--- src/rtl/hazard_unit.sv ---
// Load-use/branch/jump hazard and run-drain-halt sequencer feeding the ID-stage decoder.
// Define HAZARD_PERF_EN to build the saturating stall/flush performance counters.
module hazard_unit #(
  parameter int LOAD_STALL  = 1,
  parameter int DRAIN_DEPTH = 3,
  parameter int CNT_W       = 16
) (
  input  logic             clk,
  input  logic             reset_n,
  input  logic             start,
  input  logic [4:0]       id_rs,
  input  logic [4:0]       id_rt,
  input  logic             ex_memread,
  input  logic [4:0]       ex_rt,
  input  logic             id_jump,
  input  logic             id_fin,
  input  logic             ex_branch_taken,
  output logic             ctrl_enable,
  output logic             pc_write,
  output logic             ifid_write,
  output logic             ifid_flush,
  output logic             idex_flush,
  output logic             halted,
  output logic [CNT_W-1:0] stall_count,
  output logic [CNT_W-1:0] flush_count
);

  localparam int CW = 4;

  // state | meaning: IDLE wait start | RUN issue | STALL extra load-use bubbles | DRAIN fin retiring | HALT stopped
  typedef enum logic [2:0] {
    S_IDLE  = 3'd0,
    S_RUN   = 3'd1,
    S_STALL = 3'd2,
    S_DRAIN = 3'd3,
    S_HALT  = 3'd4
  } state_t;

  state_t          state_q, state_d;
  logic [CW-1:0]   cnt_q, cnt_d;
  logic            load_use;
  logic            bubble;

  assign load_use = ex_memread && (ex_rt != 5'd0) && ((ex_rt == id_rs) || (ex_rt == id_rt));

  always_ff @(posedge clk or negedge reset_n) begin
    if (!reset_n) begin
      state_q <= S_IDLE;
      cnt_q   <= '0;
    end else begin
      state_q <= state_d;
      cnt_q   <= cnt_d;
    end
  end

  always_comb begin
    state_d     = state_q;
    cnt_d       = cnt_q;
    ctrl_enable = 1'b0;
    pc_write    = 1'b0;
    ifid_write  = 1'b0;
    ifid_flush  = 1'b0;
    idex_flush  = 1'b0;
    halted      = 1'b0;
    bubble      = 1'b0;
    case (state_q)
      S_IDLE: begin
        if (start) state_d = S_RUN;
      end
      S_RUN: begin
        ctrl_enable = 1'b1;
        pc_write    = 1'b1;
        ifid_write  = 1'b1;
        if (ex_branch_taken) begin
          ifid_flush = 1'b1;
          idex_flush = 1'b1;
        end else if (load_use) begin
          ctrl_enable = 1'b0;
          pc_write    = 1'b0;
          ifid_write  = 1'b0;
          bubble      = 1'b1;
          if (LOAD_STALL > 1) begin
            state_d = S_STALL;
            cnt_d   = CW'(LOAD_STALL - 2);
          end
        end else if (id_fin) begin
          pc_write   = 1'b0;
          ifid_write = 1'b0;
          state_d    = S_DRAIN;
          cnt_d      = CW'(DRAIN_DEPTH - 1);
        end else if (id_jump) begin
          ifid_flush = 1'b1;
        end
      end
      S_STALL, S_DRAIN: begin
        // A taken branch is older than the stalled/draining instruction, so it wins.
        if (ex_branch_taken) begin
          ctrl_enable = 1'b1;
          pc_write    = 1'b1;
          ifid_write  = 1'b1;
          ifid_flush  = 1'b1;
          idex_flush  = 1'b1;
          state_d     = S_RUN;
          cnt_d       = '0;
        end else begin
          bubble = (state_q == S_STALL);
          if (cnt_q == '0) state_d = (state_q == S_STALL) ? S_RUN : S_HALT;
          else             cnt_d   = cnt_q - CW'(1);
        end
      end
      S_HALT: begin
        halted = 1'b1;
      end
      default: begin
        state_d = S_IDLE;
        cnt_d   = '0;
      end
    endcase
  end

`ifdef HAZARD_PERF_EN
  logic [CNT_W-1:0] stall_cnt_q, flush_cnt_q;

  always_ff @(posedge clk or negedge reset_n) begin
    if (!reset_n) begin
      stall_cnt_q <= '0;
      flush_cnt_q <= '0;
    end else begin
      if (bubble && (stall_cnt_q != '1))     stall_cnt_q <= stall_cnt_q + CNT_W'(1);
      if (ifid_flush && (flush_cnt_q != '1)) flush_cnt_q <= flush_cnt_q + CNT_W'(1);
    end
  end

  assign stall_count = stall_cnt_q;
  assign flush_count = flush_cnt_q;
`else
  logic unused_perf;
  assign unused_perf = bubble;
  assign stall_count = '0;
  assign flush_count = '0;
`endif

endmodule
--- config.mk ---
export PLATFORM = sky130hd
export DESIGN_NAME = hazard_unit
export DESIGN_NICKNAME = d
export VERILOG_FILES = /design/src/rtl/hazard_unit.sv
export SDC_FILE = /design/constraint.sdc
export NUM_CORES = 1
export LEC_CHECK = 0
export ABC_AREA = 1
export CORE_AREA = 2 2 62 64
export CTS_BUF_LIST = sky130_fd_sc_hd__clkbuf_8
export CTS_CLUSTER_SIZE = 10
export DETAILED_ROUTE_END_ITERATION = 8
export DIE_AREA = 0 0 64 66
export GPL_ROUTABILITY_DRIVEN = 0
export PLACE_DENSITY = 0.65
export RECOVER_POWER = 100
export SLEW_MARGIN = 0
export SYNTH_ARGS = -nofsm -noshare
export SYNTH_HDL_FRONTEND = slang
export SYNTH_SLANG_ARGS = --single-unit
--- constraint.sdc ---
create_clock -name clk -period 2.5 [get_ports clk]
set_input_delay 0.5 -clock clk [delete_from_list [all_inputs] [get_ports clk]]
set_output_delay 0.5 -clock clk [all_outputs]
set_load 0.02 [all_outputs]
# Word-level counts from Yosys, hierarchy flattened
# Cells that the tools add are included.
[word_totals]
output_inout_bits = 38
in_bits = 22
regBits = 7
[op_classes]
reduce_logical = 11
n_eq_ne = 12
addsub = 1
muxes = 29
bitwise = 2
[op_table]
columns = ["operator", "n"]
rows = [
  ["3-bit 2-to-1 mux", 7],
  ["4-bit 2-to-1 mux", 5],
  ["1-bit 2-to-1 mux", 12],
  ["3-bit case mux with 4 select lines", 1],
  ["4-bit case mux with 3 select lines", 1],
  ["5-bit equality test", 2],
  ["2-bit inequality test (second input constant)", 4],
  ["3-bit by 2-bit equality test with 1-bit output (second input constant)", 2],
  ["3-bit inequality test (second input constant)", 2],
  ["1-bit case mux with 2 select lines", 3],
  ["6-bit AND reduction", 1],
  ["5-bit AND reduction", 1],
  ["5-bit nonzero test", 1],
  ["4-bit logical NOT", 1],
  ["2-bit OR reduction", 2],
  ["4-bit by 1-bit subtractor with 4-bit output (second input constant)", 1],
  ["3-bit by 1-bit equality test with 1-bit output (second input constant)", 1],
  ["3-bit equality test (second input constant)", 1],
  ["3-bit logical NOT", 1],
  ["3-bit OR reduction", 1],
  ["1-bit logical AND", 2],
  ["1-bit inverter", 2],
  ["1-bit logical OR", 1],
]

# Logic depth before layout (Yosys ltp)
# Gate-level depths: netlist (run 1).
[logic_depth]
depth_word = 6
mapped_depth = 11
ltp_nobuf = 11

# Worst setup path before layout (run 1)
# OpenSTA, ideal clock, no wires.
[synth_path]
path_type = "input-to-output"
startpoint = "input ex_branch_taken"
endpoint = "output pc_write"
t_arrival_ps = 1724
path_buffers = 1
cell_stages = 5
t_required_ps = 2000
setup_slack_ps = 276
cell_sequence = "inv_1 nor3_1 inv_1 o21ai_1 buf_4"
[synth_via]
elab_chain_len = 2
word_cells_on_any_way = 3
[synth_lines]
columns = ["item", "line_no", "rtl"]
rows = [
  ["start: declaration", "17", "input logic ex_branch_taken,"],
  ["1-bit 2-to-1 mux, on equally long branches", "--", ""],
  ["1-bit case mux with 2 select lines *", "--", ""],
  ["end: declaration", "19", "output logic pc_write,"],
]
# Mark *: on every way between the ends. The rest lies on a longest branch, timed or not.

# Worst setup path after layout (run 1)
[layout_path]
startpoint = "input id_rs[2]"
endpoint = "output ifid_flush"
[layout_via]
elab_chain_len = 6
[layout_lines]
columns = ["item", "line_no", "rtl"]
rows = [
  ["start: declaration", "11", "input logic [4:0] id_rs,"],
  ["5-bit equality test", "44", "assign load_use = ex_memread && (ex_rt != 5'd0) && ((ex_rt == id_rs) || (ex_rt == id_rt));"],
  ["1-bit logical OR", "44", ""],
  ["1-bit logical AND", "44", ""],
  ["1-bit 2-to-1 mux", "77", "end else if (load_use) begin"],
  ["1-bit 2-to-1 mux", "74", "if (ex_branch_taken) begin"],
  ["1-bit case mux with 2 select lines", "66", "case (state_q)"],
  ["end: declaration", "21", "output logic ifid_flush,"],
]
# Every way passes these cells.

==> qor_table.md, run 1 <==
| Step | Parameter | Reported |
| --- | --- | --- |
| status | Run status | complete, no violations |
| critical path | Library cell appearing most often on the critical path | sky130_fd_sc_hd__nand2_1 |
| critical path | Flop-to-flop setup slack | 920 ps |
| critical path | Type of element capturing the critical path | output pin |
| finish | Ant diodes | 0 |
| finish | Nets | 219 |
| floorplan | Die footprint | 4224 um^2 |
| route | Average detailed-routed wire length per instance | 7.971 um |
| yosys | Synth unique cells | 23 |
| global route | Antenna violations before repair | 0 |
| min path | Class of the worst hold path | flip-flop to flip-flop |
| critical path | R2R Path Start | state_q[2]$_DFFE_PN0P_ |
| route | Final wirelength | 1929 um |
| global route | Leftover overflow at the end of global routing | 0 |
| timing | Setup-failing EPs final | 0 |
| finish | Layout filler cell count | 396 |
| route | Number of remaining DRC errors | 0 |
| critical path | Critical path's largest stage delay | 470 ps |
| power | Overall power after layout | 0.3867 mW |
| finish | Count of placed standard cells in the final layout, fillers left out | 242 |
| global route | Pin count of the biggest net entering global routing | 9 |
| timing | Setup repair after global routing missed its margin | false |
| global route | Via count of the first global-routing pass | 818 |
| yosys | Mean instance size in the synthesized netlist | 6.248 um^2 |
| timing | Clock Skews | 0.8736 ps |
| floorplan | Number of ports placed on the die boundary | 60 |
| clock tree | Root Driver | sky130_fd_sc_hd__clkbuf_8 |
| power | Total power density per cell area | 312.8 nW/um^2 |
| critical path | Type of origin of the critical path | input pin |
| clock tree | Total setup buffers inserted after CTS | 0 |
| timing | Final TNS setup | 0 ps |
| critical path | Crit path kind | input pin to output pin |
| route | Detailed-route via count | 934 |
| floorplan | Horizontal extent of the die | 64 um |
| power | Worst supply voltage drop on vdd | 0.1799 mV |
| min path | Worst hold stages | 2 |
| floorplan | Starting Density | 0.2815 |
| global route | Global router's overall resource usage | 0.09739 |
| timing | Tmin final | 2334 ps |
| critical path | RR Endpoint | cnt_q[1]$_DFFE_PN0P_ |
| critical path | Cell at the slowest stage of the critical path | sky130_fd_sc_hd__clkdlybuf4s50_1 |
| clock tree | Post-cts hold buffer count | 0 |
| route | Pre-antenna DRT Iters | 4 |
| floorplan | Site row count | 22 |
| min path | Launch point of the worst hold path | cnt_q[1]$_DFFE_PN0P_ |
| global route | First-pass GRT wire length | 3291 um |
| timing | Final Slew Violations | 0 |
| yosys | Synthesis Warnings | 0 |
| yosys | Fraction of the yosys area taken by sequential cells | 0.1752 |
| finish | Synthesis-to-finish area growth | 23.65% |
| timing | FMAX | 0.4285 GHz |
| clock tree | Clock buffers created by TritonCTS | 3 |
| min path | Worst-case hold path end point | cnt_q[1]$_DFFE_PN0P_ |
| job | Count of max-cap constraint violations | 0 |
| critical path | Cell-by-cell listing of the critical path | clkdlybuf4s50_1, inv_1, nand2_1, nand2_1, nor2_1, nand3_1, nand2_2, nand2_1, nand2_1, nand2_1, nand2_1, nand2_1, clkbuf_2 |
| route | Number of nets still failing antenna checks after routing | 0 |
| yosys | Post-synthesis sequential element count | 7 |
| clock tree | CTS H-Tree Depth | 1 |
| finish | Commonest non-fill, non-tap cell in the layout | sky130_fd_sc_hd__nand2_1 |
| floorplan | Area of the core | 3551 um^2 |
| finish | Most frequent cells in the layout | sky130_fd_sc_hd__nand2_1, sky130_fd_sc_hd__conb_1, sky130_fd_sc_hd__inv_1 |
| clock tree | CTS tree | yes |
| power | Leakage | 0.7199 nW |
| floorplan | Floorplan die height | 66 um |
| clock tree | Source-to-sink clock delay at the later pin of the worst-skew pair | 230 ps |
| critical path | Worst Reg-to-Reg Cells | 7 |
| timing | Portion of the clock cycle consumed by the worst path in the final layout | 0.9334 |
| critical path | Crit path DAT | 1830 ps |
| critical path | Dominant delay contributor by cell family on the critical path | simple AND/OR/NAND/NOR gates |
| route | Number of vias per cell | 3.860 |
| placed design | Placed cell count | 238 |
| clock tree | Clock transition at the registers of the reported paths | 40 ps |
| route | Violation count after the first detailed-route iteration | 31 |
| yosys | Post-synthesis instance total | 160 |
| placed design | Final HPWL DP | 1651 um |
| clock tree | Clock Path Buffers | 2 |
| placed design | Total of buffers placed on input and output ports | 27 |
| finish | End-of-flow core utilization | 0.3481 |
| critical path | Data required, critical path | 2000 ps |
| yosys | Post-Synthesis Cell Area | 999.7 um^2 |
| clock tree | Clock tree sinks | 7 |
| finish | Share of cells above drive strength 1 | 0.1289 |
| critical path | Worst Path Max Fanout | 3 |
| timing | Number of failing hold endpoints at the final stage | 0 |
| critical path | Buffer and inverter count on the worst path | 3 |
## cell families after synthesis
| kind of cell | Yosys count | share of synthesized area |
|---|---|---|
| other | 1 | 0.003751 |
| and+or+nand+nor | 81 | 0.3780 |
| xor gates and xnor gates | 3 | 0.02629 |
| AOI/OAI and AO/OA | 7 | 0.04629 |
| adders and majority gates | 2 | 0.02503 |
| buffers and inverters | 59 | 0.3454 |
| DFF | 7 | 0.1752 |
## where the power goes
| group | total [mW] | internal, mW | switching (mW) |
|---|---|---|---|
| Combinational | 0.115 | 0.0420 | 0.0726 |
| Clock | 0.158 | 0.106 | 0.0519 |
| Sequential | 0.114 | 0.114 | 0 |
## worst reg2reg max path, cell delays in order (launching register included)
cell and delay [ps]:
sky130_fd_sc_hd__dfrtp_1 410, sky130_fd_sc_hd__nor3_1 340, sky130_fd_sc_hd__clkinv_1 200, sky130_fd_sc_hd__o21ai_0 180, sky130_fd_sc_hd__nor2_1 110, sky130_fd_sc_hd__nand3_1 160, sky130_fd_sc_hd__nand2_1 70, sky130_fd_sc_hd__nand2_1 60
## cells in the mapped netlist
| cell type | instances | share of area |
|---|---|---|
| sky130_fd_sc_hd__o21ai_0 | 3 | 0.015 |
| sky130_fd_sc_hd__nand3_2 | 2 | 0.020 |
| sky130_fd_sc_hd__nand3_4 | 1 | 0.018 |
| sky130_fd_sc_hd__o21ai_1 | 1 | 0.0050 |
| sky130_fd_sc_hd__nor3_1 | 2 | 0.010 |
| sky130_fd_sc_hd__nand4_1 | 8 | 0.050 |
| sky130_fd_sc_hd__clkinv_1 | 1 | 0.0038 |
| sky130_fd_sc_hd__inv_1 | 15 | 0.056 |
| sky130_fd_sc_hd__xnor2_1 | 3 | 0.026 |
| sky130_fd_sc_hd__dfrtp_1 | 7 | 0.18 |
| sky130_fd_sc_hd__o211ai_2 | 1 | 0.013 |
| sky130_fd_sc_hd__nor3_2 | 1 | 0.010 |
| sky130_fd_sc_hd__a21oi_1 | 1 | 0.0050 |
| sky130_fd_sc_hd__nand3_1 | 5 | 0.025 |
| sky130_fd_sc_hd__nor2_2 | 3 | 0.019 |
| sky130_fd_sc_hd__inv_2 | 10 | 0.038 |
| sky130_fd_sc_hd__nand2_2 | 2 | 0.013 |
| sky130_fd_sc_hd__conb_1 | 1 | 0.0038 |
| sky130_fd_sc_hd__buf_4 | 33 | 0.25 |
| sky130_fd_sc_hd__nand2_1 | 44 | 0.17 |
| sky130_fd_sc_hd__nor2_1 | 13 | 0.049 |
| sky130_fd_sc_hd__o21ai_2 | 1 | 0.0088 |
| sky130_fd_sc_hd__ha_1 | 2 | 0.025 |
## per-stage QoR
step	setup slack [ps]	instance area [um^2]	hold slack (ps)
3_5_place_dp	-354.9	1236	492.8
5_1_grt	30.02	1236	540.3
4_1_cts	21.17	1279	500.9
3_3_place_gp	-321.9	1236	486.0
2_1_floorplan	276.0	1116	204.4
6_report	166.5	1236	495.0
## layout make-up
cell class	instances	area, um^2	area share
Clock buffer	3	41.29	0.03340
Clock inverter	1	3.754	0.003036
Inverter	26	97.59	0.07895
Multi-Input combinational cell	125	571.8	0.4625
Sequential cell	7	175.2	0.1417
Tap cell	48	60.06	0.04858
Timing Repair Buffer	32	286.5	0.2318
## state kept, by name, summed over array words and instances, names as in the netlist
signal / cells
state_q: 3
cnt_q: 4
## worst max-delay path by stage
stage	slack (ps)	to	cells past startpoint	startpoint
finish	170	ifid_flush	13	id_rs[2]
global placement	-320	pc_write	9	ex_rt[0]
detailed placement	-350	ifid_write	9	ex_rt[3]
CTS	20	ifid_flush	13	ex_rt[4]
global route	30	pc_write	11	id_rt[0]
floorplan	280	pc_write	5	ex_branch_taken
## metal layers
metal	global-route usage	vias up	routed length (um)
li1	-	498	-
met1	0.1117	399	852
met2	0.1719	35	915
met3	0.02896	2	137
met4	0.03261	0	23
met5	0	-	0
## timing repair
action | CTS | global route
gates cloned | 0 | 0
endpoints found under the setup margin | 5 | 4
gates resized for setup | 14 | 7
Power figures use the tool's default switching activity.
==> run 2: changes to the inputs <==
--- a/config.mk
+++ b/config.mk
@@ -5,14 +5,14 @@
 export SDC_FILE = /design/constraint.sdc
 export NUM_CORES = 1
 export LEC_CHECK = 0
-export ABC_AREA = 1
-export CORE_AREA = 2 2 62 64
+export ABC_AREA = 0
+export CORE_AREA = 2 2 64 66
 export CTS_BUF_LIST = sky130_fd_sc_hd__clkbuf_8
 export CTS_CLUSTER_SIZE = 10
 export DETAILED_ROUTE_END_ITERATION = 8
-export DIE_AREA = 0 0 64 66
+export DIE_AREA = 0 0 66 68
 export GPL_ROUTABILITY_DRIVEN = 0
-export PLACE_DENSITY = 0.65
+export PLACE_DENSITY = 0.63
 export RECOVER_POWER = 100
 export SLEW_MARGIN = 0
 export SYNTH_ARGS = -nofsm -noshare
==> run 2 against run 1 <==
Worst setup slack got worse by 75 ps. Largest power group is now combinational logic. First-iteration DRC count fell by 48%. Highest routed layer unchanged. Combinational power rose to 5.5 times the previous value. Synthesized cell count fell by 23%. Core utilization rose by 0.16 points. Sequential power rose by 89%. Final cell count fell by 12%. Routed wire length rose by 22%. Critical path depth fell by 7. Hold slack improved by 72 ps. Critical path type unchanged. Total power rose to 2.6 times the previous value.
==> qor_table.md, run 2 <==
| Step | Parameter | Reported | Change |
| --- | --- | --- | --- |
| power | Combinational power share | 0.625 | +0.329 |
| timing | Tmin final | 2408 ps | +74.65 ps |
| clock tree | CTS H-Tree Depth | 1 | unchanged |
| route | Detailed-route via count | 947 | +1.4% |
| route | Final wirelength | 2352 um | +22% |
| yosys | Post-synthesis instance total | 124 | -23% |
| critical path | Data required, critical path | 2000 ps | about the same |
| placed design | Total of buffers placed on input and output ports | 27 | unchanged |
| power | Net switching power of the design | 0.4692 mW | +280% |
| clock tree | Total setup buffers inserted after CTS | 0 | unchanged |
| global route | Leftover overflow at the end of global routing | 0 | unchanged |
| route | Number of nets still failing antenna checks after routing | 0 | unchanged |
| clock tree | Root Driver | sky130_fd_sc_hd__clkbuf_8 |  |
| floorplan | Floorplan die height | 68 um | +3.0% |
| clock tree | Clock tree sinks | 7 | unchanged |
| yosys | Synth unique cells | 43 | +87% |
| yosys | Top area cells in the synthesized netlist | sky130_fd_sc_hd__buf_4, sky130_fd_sc_hd__dfrtp_1, sky130_fd_sc_hd__xnor2_1 |  |
| power | Total power density per cell area | 749.6 nW/um^2 | +140% |
| yosys | Synth async-reset ratio | 1.000 | unchanged |
| critical path | Cell-by-cell listing of the critical path | dlygate4sd2_1, or4_4, o21ai_4, a31oi_1, o31ai_1, buf_2 |  |
| route | Pre-antenna DRT Iters | 4 | unchanged |
| yosys | Leading cell type by number of instances after synthesis | sky130_fd_sc_hd__buf_4 |  |
| timing | Number of failing hold endpoints at the final stage | 0 | unchanged |
| floorplan | Starting Density | 0.2709 | -0.01061 |
| power | Leakage | 0.5888 nW | -18% |
| route | Average detailed-routed wire length per instance | 10.99 um | +38% |
| yosys | Number of flops mapped to enable cells by yosys | 0 | unchanged |
| clock tree | CTS tree | yes |  |
| finish | Ant diodes | 0 | unchanged |
| global route | Pin count of the biggest net entering global routing | 11 | +2 |
| timing | Slew at the pin closest to its max-slew limit | 995.4 ps |  |
| critical path | Crit path kind | input pin to output pin |  |
| timing | FMAX | 0.4153 GHz | -3.1% |
| power | Cell internal power dissipation | 0.5418 mW | +110% |
| global route | Antenna violations before repair | 0 | unchanged |
| floorplan | Site row count | 23 | +4.5% |
| floorplan | Die footprint | 4488 um^2 | +6.3% |
| min path | Class of the worst hold path | flip-flop to flip-flop |  |
| placed design | Final HPWL DP | 1955 um | +18% |
| yosys | Fraction of the yosys area taken by sequential cells | 0.1677 | -0.007554 |
| clock tree | Clock buffers created by TritonCTS | 3 | unchanged |
| floorplan | Horizontal extent of the die | 66 um | +3.1% |
| global route | Global router's overall resource usage | 0.1151 | +0.01770 |
| clock tree | Clock Path Buffers | 2 | unchanged |
| yosys | List of most frequent post-synthesis cells | sky130_fd_sc_hd__buf_4, sky130_fd_sc_hd__xnor2_1, sky130_fd_sc_hd__dfrtp_1 |  |
| finish | Nets | 189 | -14% |
| finish | End-of-flow core utilization | 0.3498 | +0.001641 |
| timing | Portion of the clock cycle consumed by the worst path in the final layout | 0.9633 | +0.02986 |
| floorplan | Number of ports placed on the die boundary | 60 | unchanged |
| yosys | Post-Synthesis Cell Area | 1045 um^2 | +4.5% |
| timing | Clock Skews | 0.3973 ps | -0.4763 ps |
| power | Register share of total power | 0.214 | -0.080 |
| critical path | Cell at the slowest stage of the critical path | sky130_fd_sc_hd__or4_4 |  |
| critical path | Critical path's largest stage delay | 560 ps | +90 ps |
| critical path | Worst Path Max Fanout | 4 | +1 |
| finish | Layout filler cell count | 424 | +7.1% |
| route | Number of remaining DRC errors | 0 | unchanged |
| finish | Largest reg by FF count | cnt_q |  |
| yosys | Most used DFF post-synth | sky130_fd_sc_hd__dfrtp_1 |  |
| timing | Setup-failing EPs final | 0 | unchanged |
| finish | Most frequent cells in the layout | sky130_fd_sc_hd__conb_1, sky130_fd_sc_hd__clkdlybuf4s50_1, sky130_fd_sc_hd__buf_4 |  |
| critical path | Type of origin of the critical path | input pin |  |
| finish | Share of cells above drive strength 1 | 0.1890 | +0.06016 |
| timing | Final Slew Violations | 0 | unchanged |
| yosys | Synthesis Warnings | 0 | unchanged |
| timing | Setup repair after global routing missed its margin | false |  |
| job | Count of max-cap constraint violations | 0 | unchanged |
| route | Violation count after the first detailed-route iteration | 16 | -48% |
| global route | First-pass GRT wire length | 3912 um | +19% |
| status | Run status | complete, no violations |  |
| finish | Flip-flop count of the largest register after layout | 4 | unchanged |
| critical path | Crit path DAT | 1910 ps | +80 ps |
| clock tree | Source-to-sink clock delay at the later pin of the worst-skew pair | 230 ps | about the same |
| floorplan | Area of the core | 3856 um^2 | +8.6% |
| power | Clk pwr share | 0.161 | -0.248 |
| yosys | Post-synthesis sequential element count | 7 | unchanged |
| finish | Registers with the highest flip-flop counts | cnt_q x4, state_q x3 |  |
| global route | Via count of the first global-routing pass | 856 | +4.6% |
| power | Worst supply voltage drop on vdd | 0.2270 mV | +26% |
| timing | Max-slew headroom at the worst pin | 0.3350 |  |
| power | Switching Fraction | 0.4641 | +0.1423 |
| critical path | Type of element capturing the critical path | output pin |  |
| yosys | Mean instance size in the synthesized netlist | 8.425 um^2 | +35% |
| yosys | Yosys top cell area share | 0.2371 | -0.01068 |
| yosys | Cell taking the most area after synthesis | sky130_fd_sc_hd__buf_4 |  |
| finish | Synthesis-to-finish area growth | 29.10% |  |
| clock tree | Clock transition at the registers of the reported paths | 40 ps | about the same |
| finish | Commonest non-fill, non-tap cell in the layout | sky130_fd_sc_hd__conb_1 |  |
| route | Number of vias per cell | 4.425 | +15% |
| power | Overall power after layout | 1.011 mW | +160% |
==> run 2: cell count changes after synthesis, moves of 3 or more <==
| cell | before | now |
|---|---|---|
| sky130_fd_sc_hd__nand2_1 | 44 | 5 |
| sky130_fd_sc_hd__nor2_2 | 3 | 0 |
| sky130_fd_sc_hd__xnor2_1 | 3 | 11 |
| sky130_fd_sc_hd__inv_1 | 15 | 5 |
| sky130_fd_sc_hd__inv_2 | 10 | 0 |
| sky130_fd_sc_hd__nand4_1 | 8 | 0 |
| sky130_fd_sc_hd__o21ai_1 | 1 | 4 |
| sky130_fd_sc_hd__o21a_1 | 0 | 3 |
| sky130_fd_sc_hd__nor2_1 | 13 | 5 |
==> run 2: timing repair <==
| action | CTS | global route |
|---|---|---|
| endpoints found under the setup margin | 5 | 3 |
| gates resized for setup | 26 | 1 |
| pin swaps | 3 | 1 |
| hold buffers | 0 | 0 |
==> run 2: layout make-up <==
type / instances / area, um^2 / area share
clock inverters: 1 / 3.754 / 0.002783
well taps: 50 / 62.56 / 0.04638
inverters: 5 / 18.77 / 0.01391
repair buffers: 40 / 341.6 / 0.2532
flip-flops and latches: 7 / 175.2 / 0.1299
clock buffers: 3 / 41.29 / 0.03061
multi-input cells: 108 / 705.7 / 0.5232
==> run 2: per-stage QoR <==
stage	instance area [um^2]	hold slack, ps	TNS, ps	cells	setup slack [ps]
finish	1349	566.7	0	214	91.84
global route	1349	601.7	0	214	5.077
CTS	1366	556.3	0	214	28.93
detailed placement	1334	557.6	-2377	210	-572.7
global placement	1334	553.5	-2354	210	-556.1
floorplan	1161	204.4	0	155	231.3
==> run 2: logic make-up (layout without fill, tap and decap cells) <==
family	Yosys count	count (layout)	share of synthesized area
AOI/OAI and AO/OA	31	31	0.2347
xor gates and xnor gates	11	11	0.09221
adders and majority gates	2	2	0.02395
and+or+nand+nor	32	32	0.2132
other	1	32	0.003589
DFF	7	7	0.1677
buffers and inverters	40	49	0.2647
==> run 2: power by group through the flow <==
stage	clock [mW]	combinational (mW)	sequential, mW
4_1_cts	0.168	0.666	0.225
3_5_place_dp	0	0.688	0.225
2_1_floorplan	0	0.541	0.203
6_report	0.163	0.632	0.216
3_3_place_gp	0	0.682	0.224
5_1_grt	0.177	0.710	0.226
==> run 2: worst max-delay path, delay by kind of cell <==
| family | cells | cell delay (ps) |
|---|---|---|
| AND/OR/NAND/NOR | 1 | 560 |
| AO/OA/AOI/OAI | 3 | 380 |
| buffers and inverters | 2 | 460 |
==> run 2: layer usage <==
metal  part of all wire  routed length (um)  global-route usage  vias to the layer above
met5                  0                   0                   0                        -
met1               0.39                 915              0.1305                      437
met2               0.52                1232              0.2121                       43
met4              0.026                  61             0.06888                        0
met3              0.060                 142            0.008224                        6
li1                   -                   -                   -                      461
==> run 2: final timing paths <==
kind	start	end	slack, ps	cells past startpoint
worst min register to register	cnt_q[1]$_DFFE_PN0P_	cnt_q[1]$_DFFE_PN0P_	570	1
worst min-delay path	cnt_q[1]$_DFFE_PN0P_	cnt_q[1]$_DFFE_PN0P_	570	1
max in group asynchronous	reset_n	state_q[0]$_DFFE_PN0P_	1610	1
worst max register to register	cnt_q[1]$_DFFE_PN0P_	cnt_q[3]$_DFFE_PN0P_	350	6
min in group asynchronous	reset_n	cnt_q[3]$_DFFE_PN0P_	620	1
worst max-delay path	ex_rt[1]	ifid_write	90	6
==> RTL edit 1 (settings of run 1) <==
`CNT_W`: 16 -> 32.
--- a/src/rtl/hazard_unit.sv
+++ b/src/rtl/hazard_unit.sv
@@ -3,7 +3,7 @@
 module hazard_unit #(
   parameter int LOAD_STALL  = 1,
   parameter int DRAIN_DEPTH = 3,
-  parameter int CNT_W       = 16
+  parameter int CNT_W       = 32
 ) (
   input  logic             clk,
   input  logic             reset_n,
Interface: changed (resized flush_count and stall_count); port bits go from 60 to 92. The function was not compared with the original's and may differ.
==> RTL edit 1 against run 1 <==
  * Worst setup slack lost 0.043 ns
  * Total power grew 11%
  * Area after synthesis grew 24%
  * Routed wire length rose by 10%
  * First-iteration DRC count fell by 42%
  * Critical path depth is 8 lower
  * Sequential power hardly changed
  * Combinational power grew 38%
  * Design area increased by 11%
  * Die area unchanged
  * Sequential cell count stayed put
  * Global-route usage is 0.40 points higher
  * Synthesized cell count rose by 20%
  * Critical endpoint is now idex_flush
  * Highest routed layer unchanged
==> RTL edit 1: results (changes against run 1) <==
[routing]
initialDrtViolationCount = 18  ; was 31
wl_met3_um = 236  ; was 137 µm
vias_per_cell = 3.704  ; was 3.860
drt-met1-wl_um = 873  ; was 852 µm
wl_per_cell_um = 7.770  ; was 7.971 µm
met2WireLength_um = 972  ; was 915 µm

[cts]
clk_path_buf_depth = 2  ; unchanged
cts_resized = 12  ; was 14

[synth]
synth_ff_type = dfrtp_1  ; unchanged
synth_top_family_by_area = buffers and inverters  ; was simple AND/OR/NAND/NOR gates
synth_compound_area_frac = 0.03734  ; was 0.04631
synth_area_leaders = buf_4, dfrtp_1, nand2_1  ; unchanged
ys_seq_area_frac = 0.1413  ; was 0.1752
synth_adder_area_share = 0.02018  ; was 0.02503

[pwr]
power_frac_seq = 0.265  ; was 0.294
peakVddDrop_uv = 195.0  ; was 179.9 µV
power_frac_clock = 0.365  ; was 0.409
p_sw_uw = 166.8  ; was 124.4 µW
power_leakage_nw = 0.8270  ; was 0.7199 nW

[setup_path]
cp_max_fo = 2  ; was 3
critPathArrivalTime_ns = 1.88  ; was 1.83 ns
slowest_stage = dlygate4sd3_1  ; was clkdlybuf4s50_1

[global_routing]
grt_util_met1 = 0.1056  ; was 0.1117
grtUsageMet3 = 0.02385  ; was 0.02896
grt_pass1_vias = 840  ; was 818
met2_usage = 0.1771  ; was 0.1719
grt_first_pass_wirelength_um = 3312  ; was 3291 µm

[placed_design]
pre_cts_slack_ns = -0.3220  ; was -0.3549 ns
dpl_cell_area_um2 = 1356  ; was 1236 µm²

[final_layout]
drive_above_1_share = 0.1239  ; was 0.1289
layout.nets = 251  ; was 219
stdcell_count = 274  ; was 242

[outcome]
outcome = complete, no violations  ; unchanged

-- RTL edit 1: area by class of cell --
type	instances	area, µm²
Fill cell	414	2185
Multi-Input combinational cell	157	698.2
Timing Repair Buffer	32	290.3
Sequential cell	7	175.2
Inverter	26	97.59
Tap cell	48	60.06
Clock buffer	3	41.29
Clock inverter	1	3.754
-- RTL edit 1: final timing paths --
path | slack, ns | startpoint | endpoint
min in group asynchronous | 0.60 | reset_n | cnt_q[1]$_DFFE_PN0P_
max in group asynchronous | 1.65 | reset_n | state_q[0]$_DFFE_PN0P_
max | 0.12 | ex_branch_taken | idex_flush
min | 0.49 | cnt_q[1]$_DFFE_PN0P_ | cnt_q[1]$_DFFE_PN0P_
min reg2reg | 0.49 | cnt_q[1]$_DFFE_PN0P_ | cnt_q[1]$_DFFE_PN0P_
max reg2reg | 0.92 | state_q[2]$_DFFE_PN0P_ | cnt_q[3]$_DFFE_PN0P_
==> RTL edit 2 (flow settings as in run 1) <==
Made on the original files. Encoding of `state_t`: now one-hot (5 bits for 5 states).
--- a/src/rtl/hazard_unit.sv
+++ b/src/rtl/hazard_unit.sv
@@ -28,12 +28,12 @@
   localparam int CW = 4;
 
   // state | meaning: IDLE wait start | RUN issue | STALL extra load-use bubbles | DRAIN fin retiring | HALT stopped
-  typedef enum logic [2:0] {
-    S_IDLE  = 3'd0,
-    S_RUN   = 3'd1,
-    S_STALL = 3'd2,
-    S_DRAIN = 3'd3,
-    S_HALT  = 3'd4
+  typedef enum logic [4:0] {
+    S_IDLE  = 5'b00001,
+    S_RUN   = 5'b00010,
+    S_STALL = 5'b00100,
+    S_DRAIN = 5'b01000,
+    S_HALT  = 5'b10000
   } state_t;
 
   state_t          state_q, state_d;
Function: same outputs for any inputs over 10 cycles, from zero or initial values and one cycle with reset_n low; not proved beyond that.
==> RTL edit 2 against run 1 <==
  * Critical path depth is 9 lower
  * Area after synthesis is 7.9% higher
  * Utilization is 2.2 points higher
  * Worst setup slack worse by 0.043 ns
  * Routed wire length is 3.1% higher
  * Sequential cell count is 1 higher
  * Design area is 6.4% higher
  * Critical endpoint is now idex_flush
  * Worst hold slack worse by 0.013 ns
  * Fmax is 1.8% lower
  * Count of clock-buffer cells in the layout stayed put
Power is not compared: it rests on default switching activity, and its combinational part moved more than twofold at a synthesized area within 25%.
==> RTL edit 2: results (changes against run 1) <==
[outcome]
outcome = complete, no violations  ; unchanged

[setup_path]
critPathArrivalTime_ns = 1.88  ; was 1.83 ns
worst_r2r_endpoint = cnt_q[3]$_DFFE_PN0P_  ; was cnt_q[1]$_DFFE_PN0P_
cp_max_fo = 4  ; was 3
startpoint = ex_branch_taken  ; was id_rs[2]
reg2reg_slack_ns = 0.81  ; was 0.92 ns
ff2ff_path_depth = 9  ; was 7
endpoint = idex_flush  ; was ifid_flush
reg2reg_from = state_q[0]$_DFFE_PN1P_  ; was state_q[2]$_DFFE_PN0P_

[synth]
synth_xor_xnor_area_share = 0.03248  ; was 0.02628
synth.avg_cell_area_um2 = 6.537  ; was 6.248 µm²
ys_seq_area_frac = 0.1868  ; was 0.1752
synth.distinct_cells = 24  ; was 23
synth_compound_area_frac = 0.02900  ; was 0.04631
synth_adder_area_share = 0.02320  ; was 0.02503
synth_area_leaders = buf_4, dfrtp_1, nand2_1  ; unchanged
ys_top_cells_by_count = nand2_1, buf_4, inv_1  ; unchanged
synth-async-reset-ratio = 1.000  ; unchanged

[final_layout]
top_regs = cnt_q x4, state_q x4  ; was cnt_q x4, state_q x3
layout.nets = 222  ; was 219
final_common_cell = nand2_1  ; unchanged
drive_above_1_share = 0.1371  ; was 0.1289
fillCellCount = 390  ; was 396
antenna_cells = 0  ; unchanged

[placed_design]
place_hpwl_um = 1677  ; was 1651 µm
pre_cts_slack_ns = -0.2981  ; was -0.3549 ns
dpl_cell_area_um2 = 1300  ; was 1236 µm²
dp_cells = 241  ; was 238

[hold_path]
worstHoldPathType = register to register  ; unchanged
whs_path_depth = 2  ; unchanged
hp-start = cnt_q[1]$_DFFE_PN0P_  ; unchanged

[routing]
vias_per_cell = 3.857  ; was 3.860
initialDrtViolationCount = 48  ; was 31
top_layer_used = met4  ; unchanged
wl_met3_um = 112  ; was 137 µm
drt-met1-wl_um = 910  ; was 852 µm
met2WireLength_um = 935  ; was 915 µm
wl_per_cell_um = 8.114  ; was 7.971 µm
routed-via-count = 945  ; was 934

[pwr]
powerClk_uw = 160
p_sw_uw = 404.5

[global_routing]
grt_first_pass_wirelength_um = 3160  ; was 3291 µm
grt_pass1_vias = 768  ; was 818
antenna_found_initial = 0  ; unchanged
grt_util_met1 = 0.1113  ; was 0.1117
track_usage = 0.09295  ; was 0.09739
met2_usage = 0.1615  ; was 0.1719
grtUsageMet3 = 0.01533  ; was 0.02896

[cts]
cts_made_buffers = 3  ; unchanged
path_clk_slew_ns = 0.05
cts_resized = 6  ; was 14
clk_latency_ns = 0.23  ; about the same

[sta]
finClkSkew_ns = 0.008585  ; was 0.0008736 ns
worst_hold_slack_ns = 0.4818  ; was 0.4950 ns
timing.fmax_ghz = 0.4208  ; was 0.4285 GHz

RTL edit 2: cell count changes in the layout (fill, tap and decap cells not counted), moves of 2 or more:
| cell | delta |
|---|---|
| nor3_1 | -3 |
| nand2_1 | -3 |
| inv_2 | -6 |
| nand3_2 | +5 |
| clkdlybuf4s50_1 | +4 |
| buf_4 | -2 |
| dlygate4sd2_1 | -4 |
| inv_1 | +9 |
| clkinv_1 | -2 |
RTL edit 2: critical path: stages:
cell	delay, ns
dlygate4sd3_1	0.60
nand2_1	0.12
inv_1	0.06
clkdlybuf4s50_1	0.59
RTL edit 2: area by class of cell:
type                            count  area (µm²)  area share
Timing Repair Buffer               30       277.8      0.2112
Multi-Input combinational cell    127       623.1      0.4738
Tap cell                           48       60.06     0.04567
Clock buffer                        3       41.29     0.03140
Sequential cell                     8       201.4      0.1532
Inverter                           28       107.6     0.08183
Clock inverter                      1       3.754    0.002854
